### config.mk
export PLATFORM = sky130hd
export DESIGN_NAME = controller_sysinfo_flat
export DESIGN_NICKNAME = d
export VERILOG_FILES = /design/src/rtl/controller_sysinfo_pkg.sv /design/src/rtl/controller_sysinfo_if.sv /design/src/rtl/controller_sysinfo_uptime.sv /design/src/rtl/controller_sysinfo.sv /design/src/flat_wrapper.sv
export SDC_FILE = /design/constraint.sdc
export NUM_CORES = 1
export LEC_CHECK = 0
export BUFFER_PORTS_ARGS = -buffer_cell sky130_fd_sc_hd__buf_2
export CORE_MARGIN = 8
export CORE_UTILIZATION = 50
export CTS_CLUSTER_SIZE = 12
export DETAILED_ROUTE_END_ITERATION = 6
export PLACE_DENSITY = 0.69
export SKIP_CTS_REPAIR_TIMING = 1
export SKIP_LAST_GASP = 1
export SYNTH_ARGS = -nofsm -noshare
export SYNTH_HDL_FRONTEND = slang
export SYNTH_HIERARCHICAL = 1
export SYNTH_SLANG_ARGS = --single-unit
export TNS_END_PERCENT = 1
### constraint.sdc
create_clock -name clock -period 2.2 [get_ports clock]
set_input_delay 0.22 -clock clock [delete_from_list [all_inputs] [get_ports clock]]
set_output_delay 0.22 -clock clock [all_outputs]
set_load 0.02 [all_outputs]
### src/rtl/controller_sysinfo_pkg.sv
// controller_sysinfo_pkg
// Shared definitions for the system-information slave: bus widths, the word
// address map, CTRL bit positions and the CAPS word layout.
package controller_sysinfo_pkg;

  localparam int ADDR_W = 4;
  localparam int DATA_W = 32;

  // Word address map
  localparam logic [ADDR_W-1:0] ADDR_SYSTEM_ID = 4'd0;
  localparam logic [ADDR_W-1:0] ADDR_TIMESTAMP = 4'd1;
  localparam logic [ADDR_W-1:0] ADDR_UPTIME_LO = 4'd2;
  localparam logic [ADDR_W-1:0] ADDR_UPTIME_HI = 4'd3;
  localparam logic [ADDR_W-1:0] ADDR_SCRATCH   = 4'd4;
  localparam logic [ADDR_W-1:0] ADDR_CTRL      = 4'd5;
  localparam logic [ADDR_W-1:0] ADDR_CAPS      = 4'd6;
  localparam logic [ADDR_W-1:0] ADDR_RESERVED  = 4'd7;
  localparam logic [ADDR_W-1:0] ADDR_USER_BASE = 4'd8;

  // CTRL register bits
  localparam int CTRL_EN_BIT  = 0;
  localparam int CTRL_CLR_BIT = 1;

  // CAPS layout: [15:8] PRESCALE-1 (low byte), [3:0] NUM_USER, rest zero
  localparam int CAPS_NUM_USER_LSB = 0;
  localparam int CAPS_PRESCALE_LSB = 8;

  function automatic logic [DATA_W-1:0] caps_word(input int prescale, input int num_user);
    logic [DATA_W-1:0] w;
    w = '0;
    w[CAPS_PRESCALE_LSB +: 8] = 8'(prescale - 1);
    w[CAPS_NUM_USER_LSB +: 4] = 4'(num_user);
    return w;
  endfunction

endpackage

### src/rtl/controller_sysinfo_if.sv
// controller_sysinfo_if
// Avalon-MM style slave bus for the system-information block.
//   address       word address
//   read/write    single-cycle strobes
//   writedata     write data
//   readdata      registered read data (slave output)
//   readdatavalid one-cycle pulse, one clock after read (slave output)
interface controller_sysinfo_if;
  import controller_sysinfo_pkg::*;

  logic [ADDR_W-1:0] address;
  logic              read;
  logic              write;
  logic [DATA_W-1:0] writedata;
  logic [DATA_W-1:0] readdata;
  logic              readdatavalid;

  modport master (
    output address, read, write, writedata,
    input  readdata, readdatavalid
  );

  modport slave (
    input  address, read, write, writedata,
    output readdata, readdatavalid
  );

endinterface

### src/rtl/controller_sysinfo_uptime.sv
// controller_sysinfo_uptime
// Prescaled free-running 64-bit uptime counter with a high-word snapshot.
//   clock, reset_n  clock and asynchronous active-low reset
//   en              prescaler and counter advance only while high
//   clr             zeroes prescaler, counter and snapshot (beats increment)
//   snap            latch counter[63:32] into the snapshot this cycle
//   count_lo        counter[31:0], value before this cycle's increment
//   snapshot        last latched high word
module controller_sysinfo_uptime #(
  parameter int PRESCALE = 1
) (
  input  logic        clock,
  input  logic        reset_n,
  input  logic        en,
  input  logic        clr,
  input  logic        snap,
  output logic [31:0] count_lo,
  output logic [31:0] snapshot
);

  localparam int PW = (PRESCALE > 1) ? $clog2(PRESCALE) : 1;
  localparam logic [PW-1:0] PRESC_LAST = PW'(PRESCALE - 1);

  logic [PW-1:0] presc_q, presc_d;
  logic [63:0]   count_q, count_d;
  logic [31:0]   snap_q, snap_d;

  // The snapshot takes the pre-increment high word so it pairs with the
  // low word returned by the same read; clear is applied last so it wins.
  always_comb begin
    presc_d = presc_q;
    count_d = count_q;
    snap_d  = snap_q;
    if (snap) begin
      snap_d = count_q[63:32];
    end
    if (en) begin
      if (presc_q == PRESC_LAST) begin
        presc_d = '0;
        count_d = count_q + 64'd1;
      end else begin
        presc_d = presc_q + PW'(1);
      end
    end
    if (clr) begin
      presc_d = '0;
      count_d = '0;
      snap_d  = '0;
    end
  end

  always_ff @(posedge clock or negedge reset_n) begin
    if (!reset_n) begin
      presc_q <= '0;
      count_q <= '0;
      snap_q  <= '0;
    end else begin
      presc_q <= presc_d;
      count_q <= count_d;
      snap_q  <= snap_d;
    end
  end

  assign count_lo = count_q[31:0];
  assign snapshot = snap_q;

endmodule

### src/rtl/controller_sysinfo.sv
// controller_sysinfo
// System identification / build information slave. Returns SYSTEM_ID and
// TIMESTAMP, a prescaled 64-bit uptime counter with tear-free high word,
// a scratch register, a control word, a capabilities word and user constants.
//   clock, reset_n  clock and asynchronous active-low reset
//   bus             slave side of controller_sysinfo_if (1-cycle read latency)
module controller_sysinfo
  import controller_sysinfo_pkg::*;
#(
  parameter logic [31:0]  SYSTEM_ID  = 32'h0000C001,
  parameter logic [31:0]  TIMESTAMP  = 32'd1532492830,
  parameter int           PRESCALE   = 1,
  parameter int           NUM_USER   = 4,
  parameter logic [255:0] USER_WORDS = '0,
  parameter logic         CTRL_RESET = 1'b1
) (
  input logic                 clock,
  input logic                 reset_n,
  controller_sysinfo_if.slave bus
);

  localparam logic [DATA_W-1:0] CAPS       = caps_word(PRESCALE, NUM_USER);
  localparam logic [3:0]        NUM_USER_W = 4'(NUM_USER);

  logic [DATA_W-1:0] scratch_q, scratch_d;
  logic              en_q, en_d;
  logic [DATA_W-1:0] readdata_q, readdata_d;
  logic              rvalid_q, rvalid_d;

  logic              wr_scratch, wr_ctrl, clr, snap;
  logic [31:0]       uptime_lo, snapshot;
  logic [DATA_W-1:0] rdata_mux;
  logic [2:0]        user_idx;
  logic [7:0]        user_lsb;

  assign wr_scratch = bus.write && (bus.address == ADDR_SCRATCH);
  assign wr_ctrl    = bus.write && (bus.address == ADDR_CTRL);
  assign clr        = wr_ctrl && bus.writedata[CTRL_CLR_BIT];
  assign snap       = bus.read && (bus.address == ADDR_UPTIME_LO);
  assign user_idx   = bus.address[2:0];
  assign user_lsb   = {user_idx, 5'd0};

  controller_sysinfo_uptime #(
    .PRESCALE(PRESCALE)
  ) u_uptime (
    .clock    (clock),
    .reset_n  (reset_n),
    .en       (en_q),
    .clr      (clr),
    .snap     (snap),
    .count_lo (uptime_lo),
    .snapshot (snapshot)
  );

  // Read mux works from current register state, so a simultaneous write is
  // not visible until the following read. Addresses 8..15 fall to default.
  always_comb begin
    rdata_mux = '0;
    case (bus.address)
      ADDR_SYSTEM_ID: rdata_mux = SYSTEM_ID;
      ADDR_TIMESTAMP: rdata_mux = TIMESTAMP;
      ADDR_UPTIME_LO: rdata_mux = uptime_lo;
      ADDR_UPTIME_HI: rdata_mux = snapshot;
      ADDR_SCRATCH:   rdata_mux = scratch_q;
      ADDR_CTRL:      rdata_mux[CTRL_EN_BIT] = en_q;
      ADDR_CAPS:      rdata_mux = CAPS;
      ADDR_RESERVED:  rdata_mux = '0;
      default: begin
        if ((bus.address >= ADDR_USER_BASE) && ({1'b0, user_idx} < NUM_USER_W)) begin
          rdata_mux = USER_WORDS[user_lsb +: 32];
        end
      end
    endcase
  end

  // readdata holds its last value when no read is issued.
  always_comb begin
    scratch_d  = scratch_q;
    en_d       = en_q;
    readdata_d = readdata_q;
    rvalid_d   = bus.read;
    if (wr_scratch) begin
      scratch_d = bus.writedata;
    end
    if (wr_ctrl) begin
      en_d = bus.writedata[CTRL_EN_BIT];
    end
    if (bus.read) begin
      readdata_d = rdata_mux;
    end
  end

  always_ff @(posedge clock or negedge reset_n) begin
    if (!reset_n) begin
      scratch_q  <= '0;
      en_q       <= CTRL_RESET;
      readdata_q <= '0;
      rvalid_q   <= 1'b0;
    end else begin
      scratch_q  <= scratch_d;
      en_q       <= en_d;
      readdata_q <= readdata_d;
      rvalid_q   <= rvalid_d;
    end
  end

  assign bus.readdata      = readdata_q;
  assign bus.readdatavalid = rvalid_q;

endmodule

### src/flat_wrapper.sv
// flat-port wrapper written by rule: the top's interface ports become plain ports
module controller_sysinfo_flat import controller_sysinfo_pkg::*;
#(
  parameter logic [31:0]  SYSTEM_ID  = 32'h0000C001,
  parameter logic [31:0]  TIMESTAMP  = 32'd1532492830,
  parameter int           PRESCALE   = 1,
  parameter int           NUM_USER   = 4,
  parameter logic [255:0] USER_WORDS = '0,
  parameter logic         CTRL_RESET = 1'b1
)
  (clock, reset_n, bus_address, bus_read, bus_write, bus_writedata, bus_readdata, bus_readdatavalid);
  controller_sysinfo_if bus_i ();
  input logic clock;
  input logic reset_n;
  input wire logic [$bits(bus_i.address)-1:0] bus_address;
  input wire logic [$bits(bus_i.read)-1:0] bus_read;
  input wire logic [$bits(bus_i.write)-1:0] bus_write;
  input wire logic [$bits(bus_i.writedata)-1:0] bus_writedata;
  output wire logic [$bits(bus_i.readdata)-1:0] bus_readdata;
  output wire logic [$bits(bus_i.readdatavalid)-1:0] bus_readdatavalid;
  assign bus_i.address = bus_address;
  assign bus_i.read = bus_read;
  assign bus_i.write = bus_write;
  assign bus_i.writedata = bus_writedata;
  assign bus_readdata = bus_i.readdata;
  assign bus_readdatavalid = bus_i.readdatavalid;
  controller_sysinfo #(.SYSTEM_ID(SYSTEM_ID), .TIMESTAMP(TIMESTAMP), .PRESCALE(PRESCALE), .NUM_USER(NUM_USER), .USER_WORDS(USER_WORDS), .CTRL_RESET(CTRL_RESET)) u_core (.clock(clock), .reset_n(reset_n), .bus(bus_i));
endmodule
# --- Word level (Yosys, flattened, before mapping) ---
# Index checks and enable logic that the tools add are counted.
word_totals:
  reg_bits: 163
  latchBits: 0
  ram_bits: 0
  romBits: 0
  input_bits: 40
  out_inout_bits: 33
  memories: 0
classes:
  addsub: 2
  n_mul: 0
  div: 0
  order_cmp: 2
  n_eq_ne: 8
  shifts: 1
  n_mux: 11
  bitwise: 0
  n_reduce_logical: 11
op_table:
  columns: ["operator", "n"]
  rows:
  - ["256-bit by 9-bit variable part select with 32-bit output, first input constant", 1]
  - ["31-bit case mux with 7 select lines", 1]
  - ["64-bit two-way mux", 3]
  - ["32-bit two-way mux", 3]
  - ["64-bit by 1-bit adder with 64-bit output, second input constant", 1]
  - ["4-bit by 3-bit == test with 1-bit output, second input constant", 4]
  - ["4-bit by 2-bit == test with 1-bit output, second input constant", 2]
  - ["1-bit case mux with 6 select lines", 1]
  - ["1-bit logical AND", 5]
  - ["4-bit by 1-bit == test with 1-bit output, second input constant", 1]
  - ["4-bit greater-or-equal comparator, second input constant", 1]
  - ["4-bit logical NOT", 1]
  - ["2-bit nonzero test", 2]
  - ["3-bit less-than comparator, second input constant", 1]
  - ["1-bit two-way mux", 3]
  - ["3-bit OR reduction", 1]
  - ["2-bit by 1-bit inequality test with 1-bit output, second input constant", 1]
  - ["2-bit AND reduction", 1]
  - ["2-bit OR reduction", 1]
  - ["1-bit adder, second input constant", 1]

# --- Depth between registers and ports, before layout ---
depth:
  ltp_word: 5
  mapped_depth: 11
  depth_no_buf: 8

# --- Modules after synthesis ---
# The synthesis kept the hierarchy.
by_module_without_submodules:
  columns: ["module", "n_inst", "cells_per_inst", "area_per_inst_um2", "seq_area_each_um2"]
  rows:
  - ["controller_sysinfo_uptime", 1, 480, 4795.8, 2402.3]
  - ["controller_sysinfo", 1, 277, 3326.9, 1652.8]

# --- Worst setup path after synthesis ---
# OpenSTA, ideal clock, no wires.
synth_timing:
  kind: "input to register"
  from: "input port bus_address[3]"
  to: "register u_core.u_uptime.count_q[63]"
  setup_ns: 0.078
  arrival_ns: 2.515
  setup_slack_ns: -0.393
  path_stages: 11
  n_path_buf: 3
  path_cell_list: "buf_2 -> nor4bb_1 -> and3_1 -> buf_4 -> o21ai_2 -> nor4_4 -> and2_1 -> buf_6 -> nand4_4 -> or4_1 -> a21oi_1"
synth_between:
  elab_chain_len: 5
  word_cells_on_any_way: 7
  classes_between: "2 x eq/ne; 1 x mux; 4 x reduce/logical"
synth_rtl:
  columns: ["element", "line", "text"]
  rows:
  - ["from (decl)", "flat_wrapper.sv:15", "input wire logic [$bits(bus_i.address)-1:0] bus_address;"]
  - ["4-bit by 3-bit == test with 1-bit output *", "controller_sysinfo.sv:37", "assign wr_ctrl = bus.write && (bus.address == ADDR_CTRL);"]
  - ["1-bit logical AND *", "controller_sysinfo.sv:37", null]
  - ["1-bit logical AND *", "controller_sysinfo.sv:38", "assign clr = wr_ctrl && bus.writedata[CTRL_CLR_BIT];"]
  - ["via u_core.clr", "controller_sysinfo.sv:30", "logic wr_scratch, wr_ctrl, clr, snap;"]
  - ["2-bit by 1-bit inequality test with 1-bit output (no source line) / 2-bit nonzero test (equally long branches)", null, null]
  - ["2-bit AND reduction (no source line)", null, null]
  - ["to (signal assigned)", "controller_sysinfo_uptime.sv:59", "count_q <= count_d;"]
  - ["to (decl)", "controller_sysinfo_uptime.sv:25", "logic [63:0] count_q, count_d;"]
# The timed path passes the listed nets; every way through them passes the cells marked *.
# A chain may end at the register's enable or synchronous reset.

# --- Worst setup path after layout ---
layout_timing:
  from: "register u_core.u_uptime.count_q[1]"
  to: "register u_core.u_uptime.count_q[60]"
layout_between:
  elab_chain_len: 4
layout_rtl:
  columns: ["element", "line", "text"]
  rows:
  - ["64-bit by 1-bit adder with 64-bit output", "controller_sysinfo_uptime.sv:40", "count_d = count_q + 64'd1;"]
  - ["64-bit two-way mux", "controller_sysinfo_uptime.sv:38", "if (presc_q == PRESC_LAST) begin"]
  - ["64-bit two-way mux", "controller_sysinfo_uptime.sv:37", "if (en) begin"]
  - ["64-bit two-way mux", "controller_sysinfo_uptime.sv:45", "if (clr) begin"]
# Every way passes these cells. The select of a mux whose other input is x is not followed.

==> run summary <==
Setup violations remaining at the end of the flow were counted as 0. After clock tree synthesis, the clock-pin slew on the worst setup and hold paths is 0.06 ns. The finished cells cover 9600 um^2. Critical hold path startpoint: bus_writedata[25]. For the setup TNS, the log shows 0 ns.

Setup repair after global routing could not meet its margin everywhere. The first global-routing pass estimated 33800 um of wire. The final period demand of the worst path was 2.17 ns.

Counting every net in the synthesized netlist gives 798. At the later pin of the worst-skew pair, clock insertion delay measures 0.43 ns. The tools report the first element of the critical path as u_core/u_uptime/count_q[1]. Walking the worst path, the cells encountered are ha_2, o2111ai_4, nor4_4, buf_4, nand3_2, buf_4, nor4_1, xnor2_1, nor2_1. Cells fill 60.4% of the core in the end. The critical path is of the reg2reg type. For the CTS buffer count, the log shows 17. Using the TritonRoute via totals, the vias-per-cell ratio works out to 5.82. After detailed routing, the number of remaining DRC violations is 0. The core region is 15900 um^2. After filler insertion, the fill cell instance count of the layout stands at 1268.

The number of instances in the placed design came out at 1026. The multi-input logic area is 3670 um^2. The flow ran to the end, and the final reports show no timing, DRC or antenna violations.

Counting instances in the post-synthesis netlist gives the leading cell types as dfrtp_1, nor2_1, nand2_1. The relative slew slack is 58.7%, and the share of the cycle needed by the critical path after routing is 98.5%. The tools report the maximum clock skew at final layout as 0.00611 ns. Across the run, the number of max-cap violations was 0. Routability-driven placement finished with a final weighted congestion of 0.833.

For this run, the leading register cell type out of synthesis is dfrtp_1. In this run the cell area of the synthesized design comes to 8120 um^2. The share of synthesized area in the top cell type comes to 49.6%.

The synthesized design contains 162 register bits. The class of the most critical hold timing path is in2reg. 73 I/O pins were placed. The clock root buffer is clkbuf_16. The most common cell in the synthesized netlist is dfrtp_1.

The relative area change from synthesis to final layout is 18.2%. The floorplan step defined a die boundary enclosing 20600 um^2. At the worst endpoint, the required time is 2.49 ns. From bottom edge to top edge, the die measures 143 um. The proportion of layout cells with a drive suffix above 1 was 27.6%.

In this run the remaining antenna-violating nets after routing total 0. TritonCTS built the clock tree. The library cell contributing the largest single delay on the critical path was dfrtp_1. The achievable clock frequency was 462 MHz; the deepest clock path buffer count was 2. Port buffering added 72 buffers. Dividing total power by cell area gives a power density of 806 nW/um^2.

The cell family contributing the most delay on the critical path was simple AND/OR/NAND/NOR gates. Across all register-to-register paths, the minimum setup slack is 0.03 ns. Post-DP HPWL: 14600 um.

The netlist uses 53 different library cells. The finished layout holds 1061 standard cells, fillers aside. The most critical setup path has its endpoint at u_core/u_uptime/count_q[60].

During synthesis, Yosys emitted a total of 6 warnings. Summed over all cells, the static leakage comes to 4.41 nW. For this block, the routed nets add up to 20900 um of wire. In this run the critical register-to-register path is launched from u_core/u_uptime/count_q[1]. The worst register-to-register path has a depth of 9. The initial core utilization was 51.1%; the number of design-rule violations left by the first detailed-router iteration was 545.

Setup slack after layout: 0.0335 ns. After synthesis, the cell types taking the most area are dfrtp_1, mux2_4, nor2_1. After detailed placement, the total cell area comes to 8820 um^2.

At the end of the flow, the number of nets in the layout was 873. The floorplan step set the die width to 143 um. The total via count in the routed design is 6175. The run gives 0 as the number of antenna violations at the first check in global routing. The type of destination of the critical path is a register. The maximum fanout count along the critical path works out to 9. In this run the critical register-to-register path is captured at u_core/u_uptime/count_q[60]. The tools report the largest vdd supply drop as 0.492 mV. The synthesized design spends more area on one cell type than any other, namely dfrtp_1.

The buffering stage count on the worst path with inverters included is 2, and the length of the first detailed-routing pass in iterations is 5. STA classifies the critical path startpoint as a register. For this run, the slowest stage of the critical path takes 0.35 ns. The H-tree was split into 4 levels. The post-synthesis async set-or-reset flop share was 100%; the worst slack at placement was -0.452 ns. For the count of standard-cell rows, the log shows 46.

In the synthesized netlist, the number of instances is 757. Counting buffers and inverters, the worst setup path is 9 cells deep. Each instance of the synthesized netlist takes up on average 10.7 um^2. Across the whole layout, storage elements account for 4060 um^2.

The logs give 162 for the clock sink count and 0 for the number of diodes added for antenna fixing. For the number of max-slew violations in the final report, the log shows 0. The routed length per placed instance is 19.7 um. The number of endpoints with negative hold slack in the final report came out at 0. Global routing finished with a remaining overflow of 0. In the global route stage, overall resource usage came out at 21.1%. The logs give 49.9% for the sequential cell area fraction in the yosys report and 2.46 ns for the arrival time of data at the critical path endpoint. At the pin with the least slew margin, the transition time is 0.616 ns.

Most used cell along the critical path: buf_4. Largest net degree at the start of global routing: 64. Yosys mapped a number of flops with a built-in enable equal to 0. The via count of the first global-routing pass came out at 6294.
==> placed cells by master, fill, tap and decap left out, drive strengths merged, types with 2 or more instances in the layout <==
cell type,netlist,routed
nor4bb,2,2
clkinvlp,0,4
and3,4,4
nor3b,2,2
a31oi,2,2
a22oi,41,41
xnor2,36,36
bufinv,0,7
nor3,16,16
or3,9,9
clkbuf,23,18
nand3,22,22
xor2,16,16
dfrtp,161,161
nand2b,3,3
nor2,111,111
nand4,15,15
and4,6,6
inv,14,15
buf,54,132
clkinv,1,3
o31ai,3,3
mux2,39,39
nand2,57,57
nor4b,3,3
and2,2,2
a221oi,29,29
mux2i,33,33
nor4,12,12
or4,3,3
a21oi,12,12
o21ai,13,13
nor2b,4,4
==> flip-flops by register name, indices dropped and copies added (netlist names) <==
signal and cells:
u_core/bus.readdatavalid 1, u_core/scratch_q 32, u_core/u_uptime/count_q 64, u_core/bus.readdata 32, u_core/u_uptime/snapshot 32, u_core/en_q 1
==> report_power, final <==
group	switching [mW]	leakage (nW)	internal (mW)	total (mW)
clock	1.20	0.323	2.24	3.44
sequential	0.187	2.17	3.22	3.41
combinational	0.449	1.91	0.444	0.893
==> worst min path at each step <==
stage	endpoint	slack, ns	cells past startpoint
final	u_core/scratch_q[25]	0.02	2
after global routing	u_core/scratch_q[3]	0.01	2
after CTS	u_core/scratch_q[9]	-0.27	1
after detailed placement	u_core/scratch_q[9]	0.18	1
after global placement	u_core/scratch_q[9]	0.18	1
after floorplan	u_core/bus.readdata[0]	-0.08	0
==> per-stage QoR <==
stage | hold WS, ns | total power [mW]
after global routing | 0.0109 | 8.01
after detailed placement | 0.180 | 4.32
final | 0.0203 | 7.74
after global placement | 0.177 | 4.28
after floorplan | -0.0756 | 4.03
after CTS | -0.273 | 7.77
==> layer usage <==
layer  share of wire [%]  wire length, um  track usage (%)
met1                  44             9090             27.3
met2                  48             9950             34.3
met3                 6.8             1410             4.15
met4                 1.9              403             8.36
met5                   0                0                0
==> area by class of cell <==
cell class / count / area share, %
flip-flops and latches: 162 / 42.2
multi-input cells: 503 / 38.2
repair buffers: 133 / 9.00
clock buffers: 18 / 4.47
well taps: 216 / 2.81
clock inverters: 14 / 2.70
inverters: 15 / 0.586
==> logic make-up (layout without fill, tap and decap cells) <==
kind of cell | count (synthesis) | in the layout | synth area share, %
simple gates | 273 | 273 | 17.5
mux | 72 | 72 | 10.9
buf+inv | 92 | 180 | 6.48
flops | 162 | 162 | 49.9
xor+xnor | 52 | 52 | 5.61
fa+ha+maj | 1 | 1 | 0.154
compound gates | 105 | 105 | 9.50
(Power assumes the default switching activity.)
